[config.mk]
export PLATFORM = sky130hd
export DESIGN_NAME = bitwise_alu_pipe_flat
export DESIGN_NICKNAME = d
export VERILOG_FILES = /design/src/rtl/bitwise_pkg.sv /design/src/rtl/bitwise_alu_pipe_if.sv /design/src/rtl/bitwise_flags.sv /design/src/rtl/bitwise_alu_pipe.sv /design/src/flat_wrapper.sv
export SDC_FILE = /design/constraint.sdc
export NUM_CORES = 1
export LEC_CHECK = 0
export ABC_AREA = 1
export CAP_MARGIN = 20
export CORE_AREA = 2 2 126 152
export CTS_CLUSTER_SIZE = 28
export DETAILED_ROUTE_END_ITERATION = 8
export DIE_AREA = 0 0 128 154
export GPL_ROUTABILITY_DRIVEN = 0
export PLACE_DENSITY = 0.57
export SLEW_MARGIN = 10
export SYNTH_ARGS = -nofsm -noshare
export SYNTH_HDL_FRONTEND = slang
export SYNTH_SLANG_ARGS = --single-unit
[constraint.sdc]
create_clock -name clk -period 3.35 [get_ports clk]
set_clock_uncertainty 0.1 [all_clocks]
set_input_delay 1.005 -clock clk [delete_from_list [all_inputs] [get_ports clk]]
set_output_delay 1.005 -clock clk [all_outputs]
set_load 0.05 [all_outputs]
[src/rtl/bitwise_pkg.sv]
// rtl/bitwise_pkg.sv - op encodings shared by the bitwise ALU pipeline
package bitwise_pkg;

  localparam int OP_W = 3;

  typedef enum logic [OP_W-1:0] {
    OP_AND   = 3'd0,
    OP_OR    = 3'd1,
    OP_XOR   = 3'd2,
    OP_NAND  = 3'd3,
    OP_NOR   = 3'd4,
    OP_XNOR  = 3'd5,
    OP_ANDN  = 3'd6,
    OP_PASSA = 3'd7
  } op_e;

endpackage

[src/rtl/bitwise_alu_pipe_if.sv]
// rtl/bitwise_alu_pipe_if.sv - operand/result handshake bundle of the bitwise ALU pipeline
interface bitwise_alu_pipe_if #(
  parameter int WIDTH = 16
);
  import bitwise_pkg::*;

  localparam int CNT_W = $clog2(WIDTH + 1);

  logic             in_valid;
  logic             in_ready;
  logic [WIDTH-1:0] in_a;
  logic [WIDTH-1:0] in_b;
  logic [OP_W-1:0]  in_op;
  logic             in_acc;
  logic             acc_clr;
  logic             out_valid;
  logic             out_ready;
  logic [WIDTH-1:0] out_res;
  logic             out_zero;
  logic             out_ones;
  logic             out_parity;
  logic [CNT_W-1:0] out_popcnt;

  // Producer/consumer side
  modport master (
    output in_valid, in_a, in_b, in_op, in_acc, acc_clr, out_ready,
    input  in_ready, out_valid, out_res, out_zero, out_ones, out_parity, out_popcnt
  );

  // ALU side
  modport slave (
    input  in_valid, in_a, in_b, in_op, in_acc, acc_clr, out_ready,
    output in_ready, out_valid, out_res, out_zero, out_ones, out_parity, out_popcnt
  );

endinterface

[src/rtl/bitwise_flags.sv]
// rtl/bitwise_flags.sv - combinational zero/all-ones/parity/popcount of a result word
module bitwise_flags #(
  parameter int WIDTH = 16,
  parameter int CNT_W = $clog2(WIDTH + 1)
) (
  input  logic [WIDTH-1:0] res,
  output logic             zero,
  output logic             ones,
  output logic             parity,
  output logic [CNT_W-1:0] popcnt
);

  assign zero   = (res == '0);
  assign ones   = (res == '1);
  assign parity = ^res;

  // Population count as a simple adder chain over the lanes
  always_comb begin
    popcnt = '0;
    for (int i = 0; i < WIDTH; i++) begin
      popcnt = popcnt + CNT_W'(res[i]);
    end
  end

endmodule

[src/rtl/bitwise_alu_pipe.sv]
// rtl/bitwise_alu_pipe.sv - two-stage bitwise ALU with accumulator chaining and result flags
module bitwise_alu_pipe #(
  parameter int WIDTH = 16
) (
  input  logic             clk,
  input  logic             rst_n,
  bitwise_alu_pipe_if.slave bus
);
  import bitwise_pkg::*;

  localparam int CNT_W = $clog2(WIDTH + 1);

  logic             s1_valid;
  logic             s2_valid;
  logic             s2_adv;
  logic             in_fire;
  logic [WIDTH-1:0] acc;
  logic [WIDTH-1:0] a_sel;
  logic [WIDTH-1:0] op_res;
  logic [WIDTH-1:0] s1_res;
  logic             f_zero;
  logic             f_ones;
  logic             f_parity;
  logic [CNT_W-1:0] f_popcnt;

  // Ready chain: stage 2 drains when empty or accepted, stage 1 moves when stage 2 does
  assign s2_adv       = !s2_valid || bus.out_ready;
  assign bus.in_ready = !s1_valid || s2_adv;
  assign in_fire      = bus.in_valid && bus.in_ready;
  assign a_sel        = bus.in_acc ? acc : bus.in_a;

  // Opcode mux; PASS_A is also the default so an acc read-back leaves acc unchanged
  always_comb begin
    op_res = a_sel;
    case (bus.in_op)
      OP_AND:  op_res = a_sel & bus.in_b;
      OP_OR:   op_res = a_sel | bus.in_b;
      OP_XOR:  op_res = a_sel ^ bus.in_b;
      OP_NAND: op_res = ~(a_sel & bus.in_b);
      OP_NOR:  op_res = ~(a_sel | bus.in_b);
      OP_XNOR: op_res = ~(a_sel ^ bus.in_b);
      OP_ANDN: op_res = a_sel & ~bus.in_b;
      default: op_res = a_sel;
    endcase
  end

  // Accumulator: clear beats write-back; the op itself already used the old value
  always_ff @(posedge clk or negedge rst_n) begin
    if (!rst_n) begin
      acc <= '0;
    end else if (bus.acc_clr) begin
      acc <= '0;
    end else if (in_fire && bus.in_acc) begin
      acc <= op_res;
    end
  end

  // Stage 1: execute, holds while stalled
  always_ff @(posedge clk or negedge rst_n) begin
    if (!rst_n) begin
      s1_valid <= 1'b0;
      s1_res   <= '0;
    end else if (bus.in_ready) begin
      s1_valid <= in_fire;
      if (in_fire) begin
        s1_res <= op_res;
      end
    end
  end

  bitwise_flags #(
    .WIDTH (WIDTH),
    .CNT_W (CNT_W)
  ) u_flags (
    .res    (s1_res),
    .zero   (f_zero),
    .ones   (f_ones),
    .parity (f_parity),
    .popcnt (f_popcnt)
  );

  // Stage 2: register result and flags together so the outputs stay coherent while held
  always_ff @(posedge clk or negedge rst_n) begin
    if (!rst_n) begin
      s2_valid       <= 1'b0;
      bus.out_res    <= '0;
      bus.out_zero   <= 1'b0;
      bus.out_ones   <= 1'b0;
      bus.out_parity <= 1'b0;
      bus.out_popcnt <= '0;
    end else if (s2_adv) begin
      s2_valid <= s1_valid;
      if (s1_valid) begin
        bus.out_res    <= s1_res;
        bus.out_zero   <= f_zero;
        bus.out_ones   <= f_ones;
        bus.out_parity <= f_parity;
        bus.out_popcnt <= f_popcnt;
      end
    end
  end

  assign bus.out_valid = s2_valid;

endmodule

[src/flat_wrapper.sv]
// flat-port wrapper written by rule: the top's interface ports become plain ports
module bitwise_alu_pipe_flat import bitwise_pkg::*;
#(
  parameter int WIDTH = 16
)
  (clk, rst_n, bus_in_valid, bus_in_a, bus_in_b, bus_in_op, bus_in_acc, bus_acc_clr, bus_out_ready, bus_in_ready, bus_out_valid, bus_out_res, bus_out_zero, bus_out_ones, bus_out_parity, bus_out_popcnt);
  bitwise_alu_pipe_if #(.WIDTH(WIDTH)) bus_i ();
  input  logic clk;
  input  logic rst_n;
  input wire logic [$bits(bus_i.in_valid)-1:0] bus_in_valid;
  input wire logic [$bits(bus_i.in_a)-1:0] bus_in_a;
  input wire logic [$bits(bus_i.in_b)-1:0] bus_in_b;
  input wire logic [$bits(bus_i.in_op)-1:0] bus_in_op;
  input wire logic [$bits(bus_i.in_acc)-1:0] bus_in_acc;
  input wire logic [$bits(bus_i.acc_clr)-1:0] bus_acc_clr;
  input wire logic [$bits(bus_i.out_ready)-1:0] bus_out_ready;
  output wire logic [$bits(bus_i.in_ready)-1:0] bus_in_ready;
  output wire logic [$bits(bus_i.out_valid)-1:0] bus_out_valid;
  output wire logic [$bits(bus_i.out_res)-1:0] bus_out_res;
  output wire logic [$bits(bus_i.out_zero)-1:0] bus_out_zero;
  output wire logic [$bits(bus_i.out_ones)-1:0] bus_out_ones;
  output wire logic [$bits(bus_i.out_parity)-1:0] bus_out_parity;
  output wire logic [$bits(bus_i.out_popcnt)-1:0] bus_out_popcnt;
  assign bus_i.in_valid = bus_in_valid;
  assign bus_i.in_a = bus_in_a;
  assign bus_i.in_b = bus_in_b;
  assign bus_i.in_op = bus_in_op;
  assign bus_i.in_acc = bus_in_acc;
  assign bus_i.acc_clr = bus_acc_clr;
  assign bus_i.out_ready = bus_out_ready;
  assign bus_in_ready = bus_i.in_ready;
  assign bus_out_valid = bus_i.out_valid;
  assign bus_out_res = bus_i.out_res;
  assign bus_out_zero = bus_i.out_zero;
  assign bus_out_ones = bus_i.out_ones;
  assign bus_out_parity = bus_i.out_parity;
  assign bus_out_popcnt = bus_i.out_popcnt;
  bitwise_alu_pipe #(.WIDTH(WIDTH)) u_core (.clk(clk), .rst_n(rst_n), .bus(bus_i));
endmodule
Yosys cells after proc, flatten, opt, wreduce, memory -nomap -nowiden
Cells that the tools add are included.
{"block": "word_totals", "regBits": 58}
{"block": "classes", "add_sub_neg": 15, "eq_ne": 7, "n_mux": 4, "bitwise_logic": 8, "reduce_logical": 12}
{"operator": "$pmux 16 s7", "n": 1}
{"operator": "$not 16->16", "n": 4}
{"operator": "$add 5x1->5", "n": 11}
{"operator": "$mux 16", "n": 3}
{"operator": "$and 16x16->16", "n": 2}
{"operator": "$eq 16x16->1 const B", "n": 1}
{"operator": "$logic_not 16->1", "n": 1}
{"operator": "$or 16x16->16", "n": 1}
{"operator": "$reduce_xor 16->1", "n": 1}
{"operator": "$xor 16x16->16", "n": 1}
{"operator": "$eq 3x3->1 const B", "n": 3}
{"operator": "$eq 3x2->1 const B", "n": 2}
{"operator": "$add 4x1->5", "n": 1}
{"operator": "$add 3x1->4", "n": 1}
{"operator": "$reduce_and 2->1", "n": 2}
{"operator": "$add 2x1->3", "n": 1}
{"operator": "$eq 3x1->1 const B", "n": 1}
{"operator": "$logic_not 3->1", "n": 1}
{"operator": "$add 1x1->2", "n": 1}
{"operator": "$logic_and 1x1->1", "n": 2}
{"operator": "$logic_not 1->1", "n": 2}
{"operator": "$logic_or 1x1->1", "n": 2}
{"operator": "$reduce_bool 2->1", "n": 1}

Longest topological paths before layout
{"block": "logic_depth", "ltp_word": 15, "ltp_mapped": 13, "ltp_nobuf": 13}

Modules after synthesis
Synthesis repeated with hierarchy kept, for this count alone.
{"block": "unflattened", "hier_cells": 769, "hier_area_um2": 5382.7}
{"mod": "bitwise_alu_pipe", "instances": 1, "cells_each": 652, "area_each_um2": 4565.6, "seq_area_each_um2": 1451.4}
{"mod": "bitwise_flags", "instances": 1, "cells_each": 117, "area_each_um2": 817.0, "seq_area_each_um2": 0.0}

Least setup slack after synthesis
No wires, ideal clock.
{"block": "synth_path", "kind": "reg-to-reg", "from": "register u_core.s1_res[0]", "to": "register u_core.bus.out_popcnt[2]", "setup_time_ns": 0.083, "arrival_ns": 3.332, "required_ns": 3.167, "path_slack_ns": -0.165, "stages_incl_launch_ff": 12, "synth_period_minus_slack_ns": 3.515, "cell_sequence": "dfrtp_1 -> inv_1 -> fa_1 -> fa_1 -> fa_1 -> fa_1 -> inv_1 -> ha_1 -> inv_1 -> fa_1 -> xor2_1 -> o21ai_0"}
{"block": "synth_between", "elab_chain_cells": 15}
{"element": "start, declared", "line": "bitwise_alu_pipe.sv:20", "rtl": "logic [WIDTH-1:0] s1_res;"}
{"element": "start signal, assigned", "line": "bitwise_alu_pipe.sv:66", "rtl": "s1_res <= op_res;"}
{"element": "$add 1x1->2", "line": "bitwise_flags.sv:21", "rtl": "popcnt = popcnt + CNT_W'(res[i]);"}
{"element": "$add 2x1->3", "line": "bitwise_flags.sv:21"}
{"element": "$add 3x1->4", "line": "bitwise_flags.sv:21"}
{"element": "$add 4x1->5", "line": "bitwise_flags.sv:21"}
{"element": "$add 5x1->5 (11 in a row)", "line": "bitwise_flags.sv:21"}
{"element": "end signal, assigned", "line": "bitwise_alu_pipe.sv:98", "rtl": "bus.out_popcnt <= f_popcnt;"}
{"element": "end, declared", "line": "bitwise_alu_pipe_if.sv:33", "rtl": "output in_ready, out_valid, out_res, out_zero, out_ones, out_parity, out_popcnt"}
No other way between the ends.
A chain may end at the register's enable or synchronous reset.

Worst setup path after layout
{"block": "layout_path", "from": "register u_core.s1_res[11]", "to": "register u_core.bus.out_popcnt[1]"}
{"block": "layout_between", "elab_chain_cells": 5}
{"element": "$add 5x1->5 (5 in a row)", "line": "bitwise_flags.sv:21"}
No other way between the ends.

==> flow_metrics.py <==
metrics = {
    "run_status": {
        "status": "finished with violations",
        "violations": "setup timing",
    },
    "timing": {
        "max_freq_ghz": 0.288,
        "setup_tns_ps": -354,
        "hold_violations": 0,
        "setup_viol": 4,
        "min_period_ps": 3470,
        "holdWs_ps": 375,
        "period_share": 1.04,
        "slew-limit-headroom": 0.446,
        "worst_pin_slew_ps": 830,
        "layout_setup_ws_ps": -125,
        "grt_setup_unrepaired": "yes",
        "report.final.slew_viol_count": 0,
    },
    "cts": {
        "cts_tree": "yes",
        "cts_root_buf": "clkbuf_16",
        "holdBufCountCts": 0,
        "clk_path_buf_depth": 2,
        "clock_latency_ps": 330,
        "htree_levels": 3,
        "path_clk_slew_ps": 50,
        "cts_sinks": 58,
        "numCtsBuffers": 9,
    },
    "global_route": {
        "grt_pass1_vias": 4572,
        "track_usage": 0.141,
        "overflow": 0,
        "use_met1": 0.188,
        "top_usage_layer": "met2",
        "use_met3": 0.0139,
        "use_met2": 0.233,
        "grt_pass1_wl_um": 22300,
        "grt_max_degree": 49,
        "antenna_found_initial": 0,
    },
    "final_layout": {
        "drive_above_1_share": 0.0912,
        "diodes": 0,
        "design_area_um2": 6710,
        "syn_to_final_growth_pct": 24.2,
        "fillers": 1935,
        "nNetsFinal": 971,
        "fin_cells": 1079,
        "final_util": 0.370,
    },
    "power_and_ir_drop": {
        "finalPower_mw": 3.99,
        "vdd_drop_max_mv": 0.361,
        "leakagePower_nw": 3.69,
        "power_density_nw_per_um2": 595,
    },
    "floorplan": {
        "boundaryPins": 67,
        "dieArea_um2": 19700,
        "die_w_um": 128,
        "core_area_um2": 18100,
        "start_util": 0.298,
        "row_count": 54,
        "fp.dieH_um": 154,
    },
    "setup_path": {
        "path_class": "flip-flop to flip-flop",
        "ff2ff_path_depth": 10,
        "reg2reg_to": "u_core.bus.out_popcnt[1]$_DFFE_PN0P_",
        "critPathLaunch": "u_core.s1_res[11]$_DFFE_PN0P_",
        "cp.arrival_ps": 3560,
        "cp-end-kind": "flip-flop",
        "rr_startpoint": "u_core.s1_res[11]$_DFFE_PN0P_",
        "crit_required_ps": 3440,
        "r2r_slack_ps": -120,
        "start_kind": "flip-flop",
        "path_max_fanout": 2,
    },
    "logic_synthesis": {
        "synth_area_leader_cell": "dfrtp_1",
        "ys_types": 27,
        "syn-instance-count": 774,
        "synth.most_common_cell": "nand2_1",
        "synthArstFlopShare": 1.00,
        "synth.net_count": 894,
        "synth_top_cell_area_share": 0.269,
        "yosysSeqAreaShare": 0.269,
        "ys_seq_elements": 58,
        "ys_warn_count": 0,
        "netlist_top_cells_count": "240 x nand2_1, 127 x inv_1, 93 x nand3_1, 69 x ha_1, 58 x dfrtp_1",
        "avgSynthCellArea_um2": 6.98,
        "synth_area_leaders": "dfrtp_1 27%, nand2_1 17%, ha_1 16%, inv_1 8.8%, nand3_1 8.6%",
        "netlist_area_um2": 5400,
        "synth_edf_count": 0,
        "synthFlopType": "dfrtp_1",
    },
    "place": {
        "placed_cell_area_um2": 6380,
        "dp_cells": 1059,
        "dp_hpwl_um": 10200,
        "io_buffers": 66,
        "dp_slack_ps": -122,
    },
    "route": {
        "vias": 4934,
        "ant_nets": 0,
        "wl_per_cell_um": 12.5,
        "drt-total-wl_um": 13500,
        "first_iter_violations": 196,
        "dr.pass1.iters": 4,
        "drc_errors": 0,
        "drt-vias-per-instance": 4.57,
    },
    "hold_path": {
        "hold_start": "u_core.bus.out_res[15]$_DFFE_PN0P_",
        "hold_class": "flip-flop to flip-flop",
        "hold_depth": 2,
        "whs_endpoint": "u_core.bus.out_res[15]$_DFFE_PN0P_",
    },
    "job": {
        "maxCapViolations": 0,
    },
}
-- state kept, by name (all words and copies together) (netlist names), 5 cells and up --
name / count
u_core.s1_res: 16
u_core.bus.out_res: 16
u_core.bus.out_popcnt: 5
u_core.acc: 16
-- metal layers --
metal  up-vias  part of all wire
li1       2582                 -
met1      2240              0.48
met2        94              0.47
met3        18             0.033
met4         0             0.020
met5         -                 0
-- cells in the final DEF (no fill, tap or decap) --
| cell | Yosys | layout |
|---|---|---|
| nor2_1 | 35 | 34 |
| nand2_4 | 1 | 1 |
| o31ai_1 | 2 | 2 |
| ha_1 | 69 | 68 |
| inv_1 | 127 | 120 |
| nand3_1 | 93 | 93 |
| ha_2 | 0 | 1 |
| clkbuf_1 | 4 | 2 |
| nand2_1 | 240 | 240 |
| dfrtp_1 | 58 | 58 |
| a21oi_1 | 1 | 1 |
| clkinv_2 | 0 | 2 |
| buf_12 | 0 | 3 |
| xnor2_1 | 4 | 4 |
| clkdlybuf4s50_1 | 0 | 64 |
| nor2_8 | 1 | 1 |
| buf_4 | 4 | 37 |
| o21bai_1 | 1 | 1 |
| nor2_4 | 3 | 3 |
| bufinv_16 | 0 | 1 |
| buf_2 | 22 | 1 |
| fa_1 | 10 | 9 |
| o21ai_1 | 0 | 3 |
| nand3_2 | 2 | 2 |
| clkbuf_16 | 0 | 9 |
| o21ai_0 | 35 | 32 |
| nand2_2 | 2 | 2 |
| nor2_2 | 0 | 1 |
| clkbuf_8 | 0 | 1 |
| nand4_1 | 40 | 40 |
| xor2_1 | 5 | 5 |
| inv_4 | 2 | 2 |
| fa_2 | 0 | 1 |
| inv_2 | 3 | 10 |
| o211ai_1 | 1 | 1 |
-- kinds of logic after synthesis --
| kind of cell | share of synthesized area |
|---|---|
| flops | 0.269 |
| compound gates | 0.0389 |
| fa+ha+maj | 0.197 |
| xor+xnor | 0.0146 |
| simple gates | 0.342 |
| buf+inv | 0.139 |
-- area by class of cell --
| class | instances | area, µm² | area share |
|---|---|---|---|
| Clock inverter | 3 | 40.0 | 0.00597 |
| Multi-Input combinational cell | 545 | 3210 | 0.478 |
| Sequential cell | 58 | 1450 | 0.216 |
| Inverter | 132 | 500 | 0.0746 |
| Tap cell | 224 | 280 | 0.0418 |
| Clock buffer | 12 | 246 | 0.0367 |
| Timing Repair Buffer | 105 | 983 | 0.147 |
-- report_power, final --
part	total [mW]	switching [mW]	internal [mW]
Sequential	0.936	0.0853	0.850
Clock	0.893	0.305	0.588
Combinational	2.16	1.30	0.861
Total	3.99	1.69	2.30
-- worst max path at each step --
stage	cells past startpoint	to
2_1_floorplan	11	u_core.bus.out_popcnt[2]$_DFFE_PN0P_
3_3_place_gp	11	u_core.bus.out_popcnt[2]$_DFFE_PN0P_
3_5_place_dp	11	u_core.bus.out_popcnt[2]$_DFFE_PN0P_
4_1_cts	11	u_core.bus.out_popcnt[2]$_DFFE_PN0P_
5_1_grt	11	u_core.bus.out_popcnt[2]$_DFFE_PN0P_
6_report	10	u_core.bus.out_popcnt[1]$_DFFE_PN0P_
-- worst max-delay path: stages, from the launching register on --
cell,delay [ps]
dfrtp_1,360
inv_2,60
fa_1,570
fa_1,450
fa_1,560
fa_1,400
inv_1,70
ha_2,180
inv_2,40
fa_2,500
o21ai_1,50
-- what timing repair did --
action,in CTS,in global routing
pin swaps,4,6
setup buffers,1,4
resized for setup,2,6
setup endpoints to repair,4,4
Note: power is estimated with default switching activity, not from simulation.
